$ cat src/rtl/fetch_pkg.sv
// rtl/fetch_pkg.sv - shared constants and types for the instruction fetch unit
package fetch_pkg;

    localparam logic [31:0] NOP              = 32'h0000_0013;
    localparam logic [31:0] DEFAULT_RESET_PC = 32'h0000_0000;

    typedef struct packed {
        logic [31:0] addr;
        logic [31:0] inst;
    } fetch_entry_t;

endpackage

$ cat src/rtl/fetch_fifo.sv
// rtl/fetch_fifo.sv - instruction buffer FIFO holding {addr, inst} entries
//
// Ports:
//   clk, rst   clock, asynchronous active-low reset
//   flush      empty the buffer (wins over push/pop)
//   push, din  write one entry at the tail
//   pop        drop the head entry
//   head       current head entry (meaningless while empty)
//   empty      buffer holds no entries
//   count      number of stored entries
module fetch_fifo
    import fetch_pkg::*;
#(
    parameter int  DEPTH   = 2,
    parameter type entry_t = fetch_entry_t
) (
    input  logic                         clk,
    input  logic                         rst,
    input  logic                         flush,
    input  logic                         push,
    input  entry_t                       din,
    input  logic                         pop,
    output entry_t                       head,
    output logic                         empty,
    output logic [$clog2(DEPTH+1)-1:0]   count
);

    localparam int PW = (DEPTH > 1) ? $clog2(DEPTH) : 1;
    localparam int CW = $clog2(DEPTH + 1);

    entry_t          mem [DEPTH];
    logic [PW-1:0]   wr_ptr;
    logic [PW-1:0]   rd_ptr;

    function automatic logic [PW-1:0] next_ptr(input logic [PW-1:0] p);
        return (p == PW'(DEPTH - 1)) ? '0 : p + 1'b1;
    endfunction

    assign head  = mem[rd_ptr];
    assign empty = (count == '0);

    always_ff @(posedge clk or negedge rst) begin
        if (!rst) begin
            wr_ptr <= '0;
            rd_ptr <= '0;
            count  <= '0;
        end else if (flush) begin
            wr_ptr <= '0;
            rd_ptr <= '0;
            count  <= '0;
        end else begin
            if (push) wr_ptr <= next_ptr(wr_ptr);
            if (pop)  rd_ptr <= next_ptr(rd_ptr);
            // Push and pop together (even when full) leave the count unchanged.
            case ({push, pop})
                2'b10:   count <= count + CW'(1);
                2'b01:   count <= count - CW'(1);
                default: count <= count;
            endcase
        end
    end

    // Storage needs no reset; only entries below count are ever observed.
    always_ff @(posedge clk) begin
        if (push && !flush) mem[wr_ptr] <= din;
    end

endmodule

$ cat src/rtl/fetch_unit.sv
// rtl/fetch_unit.sv - instruction fetch: PC, outstanding tracking, redirect, buffer
//
// Ports:
//   clk, rst                 clock, asynchronous active-low reset
//   Stall                    hold the presented instruction
//   Flush, br_target         branch/jump redirect
//   csr_Flush, csr_target    trap/mret redirect (priority over Flush)
//   imem_req, imem_addr      fetch request, accepted in the cycle it is raised
//   imem_rvalid, imem_rdata  in-order fetch responses
//   Addr, Inst, InstValid    presented instruction
module fetch_unit
    import fetch_pkg::*;
#(
    parameter logic [31:0] RESET_PC = DEFAULT_RESET_PC,
    parameter int          DEPTH    = 2
) (
    input  logic        clk,
    input  logic        rst,
    input  logic        Stall,
    input  logic        Flush,
    input  logic [31:0] br_target,
    input  logic        csr_Flush,
    input  logic [31:0] csr_target,
    output logic        imem_req,
    output logic [31:0] imem_addr,
    input  logic        imem_rvalid,
    input  logic [31:0] imem_rdata,
    output logic [31:0] Addr,
    output logic [31:0] Inst,
    output logic        InstValid
);

    localparam int           CW      = $clog2(DEPTH + 1);
    localparam logic [CW:0]  DEPTH_W = (CW + 1)'(DEPTH);

    logic [31:0]    pc;
    // Address the next kept response belongs to. Requests are issued
    // sequentially from the last redirect target, so this simply walks
    // forward by one word per accepted response.
    logic [31:0]    resp_pc;
    logic [CW-1:0]  outstanding;
    logic [CW-1:0]  drop_cnt;

    logic           redirect;
    logic [31:0]    target;
    logic           discard;
    logic           push;
    logic           pop;
    logic           empty;
    logic [CW-1:0]  buf_count;
    logic [CW:0]    inflight;
    fetch_entry_t   head;
    fetch_entry_t   push_entry;

    assign redirect = csr_Flush | Flush;
    assign target   = csr_Flush ? csr_target : br_target;

    assign inflight  = {1'b0, outstanding} + {1'b0, buf_count};
    assign imem_req  = rst && !redirect && (inflight < DEPTH_W);
    assign imem_addr = pc;

    // Responses belonging to a flushed stream, including one arriving in
    // the redirect cycle itself, never reach the buffer.
    assign discard = imem_rvalid && (redirect || (drop_cnt != '0));
    assign push    = imem_rvalid && !discard;
    assign pop     = !Stall && !empty && !redirect;

    assign push_entry.addr = resp_pc;
    assign push_entry.inst = imem_rdata;

    fetch_fifo #(
        .DEPTH   (DEPTH),
        .entry_t (fetch_entry_t)
    ) u_fifo (
        .clk   (clk),
        .rst   (rst),
        .flush (redirect),
        .push  (push),
        .din   (push_entry),
        .pop   (pop),
        .head  (head),
        .empty (empty),
        .count (buf_count)
    );

    assign InstValid = !empty;
    assign Addr      = empty ? 32'h0 : head.addr;
    assign Inst      = empty ? NOP   : head.inst;

    always_ff @(posedge clk or negedge rst) begin
        if (!rst) begin
            pc          <= RESET_PC;
            resp_pc     <= RESET_PC;
            outstanding <= '0;
            drop_cnt    <= '0;
        end else if (redirect) begin
            // No request issues in a redirect cycle; every request still in
            // flight after this edge is stale.
            pc          <= target;
            resp_pc     <= target;
            outstanding <= outstanding - CW'(imem_rvalid);
            drop_cnt    <= outstanding - CW'(imem_rvalid);
        end else begin
            if (imem_req) pc <= pc + 32'd4;
            if (push)     resp_pc <= resp_pc + 32'd4;
            if (imem_req && !imem_rvalid)
                outstanding <= outstanding + CW'(1);
            else if (!imem_req && imem_rvalid)
                outstanding <= outstanding - CW'(1);
            if (imem_rvalid && (drop_cnt != '0))
                drop_cnt <= drop_cnt - CW'(1);
        end
    end

endmodule
$ cat config.mk
export PLATFORM = sky130hd
export DESIGN_NAME = fetch_unit
export DESIGN_NICKNAME = d
export VERILOG_FILES = /design/src/rtl/fetch_pkg.sv /design/src/rtl/fetch_fifo.sv /design/src/rtl/fetch_unit.sv
export SDC_FILE = /design/constraint.sdc
export NUM_CORES = 1
export LEC_CHECK = 0
export CORE_MARGIN = 1.5
export CORE_UTILIZATION = 55
export DETAILED_ROUTE_END_ITERATION = 8
export GPL_ROUTABILITY_DRIVEN = 0
export PLACE_DENSITY = 0.91
export REMOVE_ABC_BUFFERS = 1
export SKIP_CTS_REPAIR_TIMING = 1
export SLEW_MARGIN = 25
export SYNTH_ARGS = -nofsm -noshare
export SYNTH_HDL_FRONTEND = slang
export SYNTH_SLANG_ARGS = --single-unit
$ cat constraint.sdc
create_clock -name clk -period 10.3 [get_ports clk]
set_clock_uncertainty 0.15 [all_clocks]
set_input_delay 1.545 -clock clk [delete_from_list [all_inputs] [get_ports clk]]
set_output_delay 1.545 -clock clk [all_outputs]
set_load 0.005 [all_outputs]
==> summary.md <==
| Metric | Value |
|---|---|
| PD cells | `159 nW/um^2` |
| Clock Path Buffers | `2` |
| DP HPWL | `15.9 mm` |
| CP Class | `in -> out` |
| Vias/cell | `6.13` |
| ANT cells | `0` |
| Clk_lat worst skew | `0.44 ns` |
| Storage element area | `5600 sq um` |
| Worst slew pin tran | `0.905 ns` |
| Leading area contributor after synthesis | `edfxtp_1` |
| Die extent in y | `134 um` |
| Post-synthesis register bit count | `198` |
| Floorplan row count | `47` |
| Maxcap violations | `0` |
| Post-synth top area share | `40.6%` |
| Max stage delay on crit path | `0.67 ns` |
| Final core utilization | `73.4%` |
| Fin crit period | `5.32 ns` |
| Ys flop type | `edfxtp_1` |
| Crit path required time | `8.61 ns` |
| Worst path buffer plus inverter count | `3` |
| Final antenna-violating net count | `0` |
| CP Max Fanout | `72` |
| Sw Pwr | `525 uW` |
| Fill cells | `1154` |
| FMAX | `188 MHz` |
| First-pass GRT wire length | `37.0 mm` |
| Outcome | `finished clean` |
| Worst hold path class | `reg -> reg` |
| Global route overflow | `0` |
| Maximum VDD drop | `0.136 mV` |
| Worst setup EP type | `output port` |
| Logic gate share of total power | `16.0%` |
| Drt first pass iters | `7` |
| Routed vias | `7814` |
| Starting Density | `56.7%` |
| YS warnings | `0` |
| Fin nets | `1148` |
| Pint | `1.42 mW` |
| Drt total wl | `23.6 mm` |
| Layout area overhead | `29.6%` |
| Setup Viol. Count Final | `0` |
| Worst path slowest cell | `buf_4` |
| Synthesized netlist cell count | `860` |
| Area contributors post-synth | `edfxtp_1, dfrtp_1, mux2i_1, nor2_1, a21oi_1` |
| Total core area | `16700 sq um` |
| Iter 0 DRT Violations | `1001` |
| Sequential power share | `49.7%` |
| DRC | `0` |
| Number of global-route vias before repair | `7582` |
| Largest net degree at the start of global routing | `73` |
| Leakage | `4.24 nW` |
| Die Wd | `134 um` |
| CTS clk-pin slew, worst paths | `0.08 ns` |
| Final Hold Viols | `0` |
| CTS tree | `built` |
| Sequential share of the synthesized area | `59.1%` |
| Tcrit/Tclk final | `51.6%` |
| Post-synth EDFFs | `128` |
| Switching share of power | `26.9%` |
| Die ar. | `18000 sq um` |
| Top-count cell post-synth | `edfxtp_1` |
| Max Transition Viols Final | `0` |
| CTS Sinks | `198` |
| Inserted Clock Buffers | `17` |
| Startpoint Class | `input port` |
| I/O pin cnt | `200` |
| Top post-synthesis cells by count | `edfxtp_1, nor2_1, nand2_1` |
| Port Buf Inserts | `199` |
| GRT Util Overall | `26.4%` |
| Avg Inst Size Synth | `11.0 sq um` |
| Total negative slack | `0 ns` |
| RSZ-0062 raised after global routing | `no` |
| Worst path cell trace | `buf_2 -> buf_4 -> or3b_2 -> nor2_1 -> clkdlybuf4s50_1` |
| CTS root buffer | `clkbuf_16` |
| Max H-tree Level | `4` |
| Multi-input logic area | `3630 sq um` |
| Clock Power Share | `34.2%` |
| Initial antenna violation count | `0` |
| Crit path DAT | `3.62 ns` |
| FFs w/ async S/R, synth | `35.4%` |
| Routed WL per cell | `18.6 um` |
| Max-slew headroom | `39.7%` |
| CP delay by family, top | `buffers and inverters` |
| Layout cells sized above 1 | `6.26%` |
| Post-synthesis cell type count | `60` |
| Mapped Area | `9470 sq um` |
routing by layer:
metal | track usage [%] | vias to the layer above | wire [um]
met3 | 4.54 | 82 | 2090
met5 | 0 | - | 0
met1 | 33.3 | 3666 | 9280
met4 | 13.6 | 0 | 796
li1 | - | 3583 | -
met2 | 43.8 | 483 | 11500
layout by cell type (no fill, tap or decap), types with 5 or more instances in the layout:
cell type        count
o31ai_1              6
a21oi_1             70
and2_1              13
nor4_1              11
a31oi_1             18
nand2_1             78
a311oi_1             5
edfxtp_1           128
and4_1               6
o21a_1               7
inv_6                5
o22a_1               5
nor3_1              12
o21ai_0             47
or3_1                6
nor2_1              93
dfrtp_1             69
nand4_1             25
and3_1              14
clkinv_4             5
mux2i_1             66
clkbuf_16           17
clkdlybuf4s50_1    198
xnor2_1             10
o22ai_1              7
nand3_1             30
a2bb2oi_1            9
buf_4               10
inv_1               17
o211ai_1             5
final timing paths:
path / cells after the start / start / to / slack [ns]
setup / recovery: 5 / rst / imem_req / 4.98
hold / removal: 0 / resp_pc[26] / u_fifo.mem[0][58] / 0.39
setup reg to reg: 6 / drop_cnt[0] / u_fifo.mem[0][26] / 7.50
hold reg to reg: 0 / resp_pc[26] / u_fifo.mem[0][58] / 0.39
max in group asynchronous: 2 / rst / u_fifo.rd_ptr / 8.16
min in group asynchronous: 2 / rst / imem_addr[2] / 1.15
stage by stage:
step                      hold WS [ns]  cell area (sq um)  worst slack [ns]  power (mW)  std cells
after floorplan                  0.307               9270              3.70        1.12        811
after global placement           0.342              11600              4.90        1.27       1240
after detailed placement         0.371              11700              4.93        1.29       1242
after CTS                        0.383              12300              4.93        1.95       1274
after global routing             0.410              12300              4.77        2.02       1274
final                            0.393              12300              4.98        1.95       1274
registers in the layout, summed over array words and instances (netlist names):
name / count
u_fifo.mem: 128
imem_addr: 31
resp_pc: 31
drop_cnt: 2
outstanding: 2
u_fifo.count: 2
u_fifo.rd_ptr: 1
u_fifo.wr_ptr: 1
power groups by stage:
stage	combinational, mW	sequential [mW]	clock [mW]
4_1_cts	0.310	0.967	0.675
5_1_grt	0.340	0.976	0.708
2_1_floorplan	0.155	0.969	0
3_3_place_gp	0.295	0.980	0
3_5_place_dp	0.308	0.983	0
6_report	0.312	0.969	0.667
final cells by class:
| type | count | area share (%) |
|---|---|---|
| clock buffers | 17 | 3.47 |
| clock inverters | 15 | 1.39 |
| inverters | 17 | 0.520 |
| multi-input cells | 596 | 29.6 |
| flip-flops and latches | 198 | 45.6 |
| well taps | 220 | 2.24 |
| repair buffers | 211 | 17.1 |
kinds of logic after synthesis:
kind of cell	Yosys count	synth area share, %
XOR/XNOR	11	1.02
flip-flops	198	59.1
buffers and inverters	66	2.74
adder cells (fa/ha/maj)	5	0.740
AO/OA/AOI/OAI	201	13.0
AND/OR/NAND/NOR	312	16.3
multiplexers	67	7.10
No activity file was read; power rests on OpenSTA's default activity.
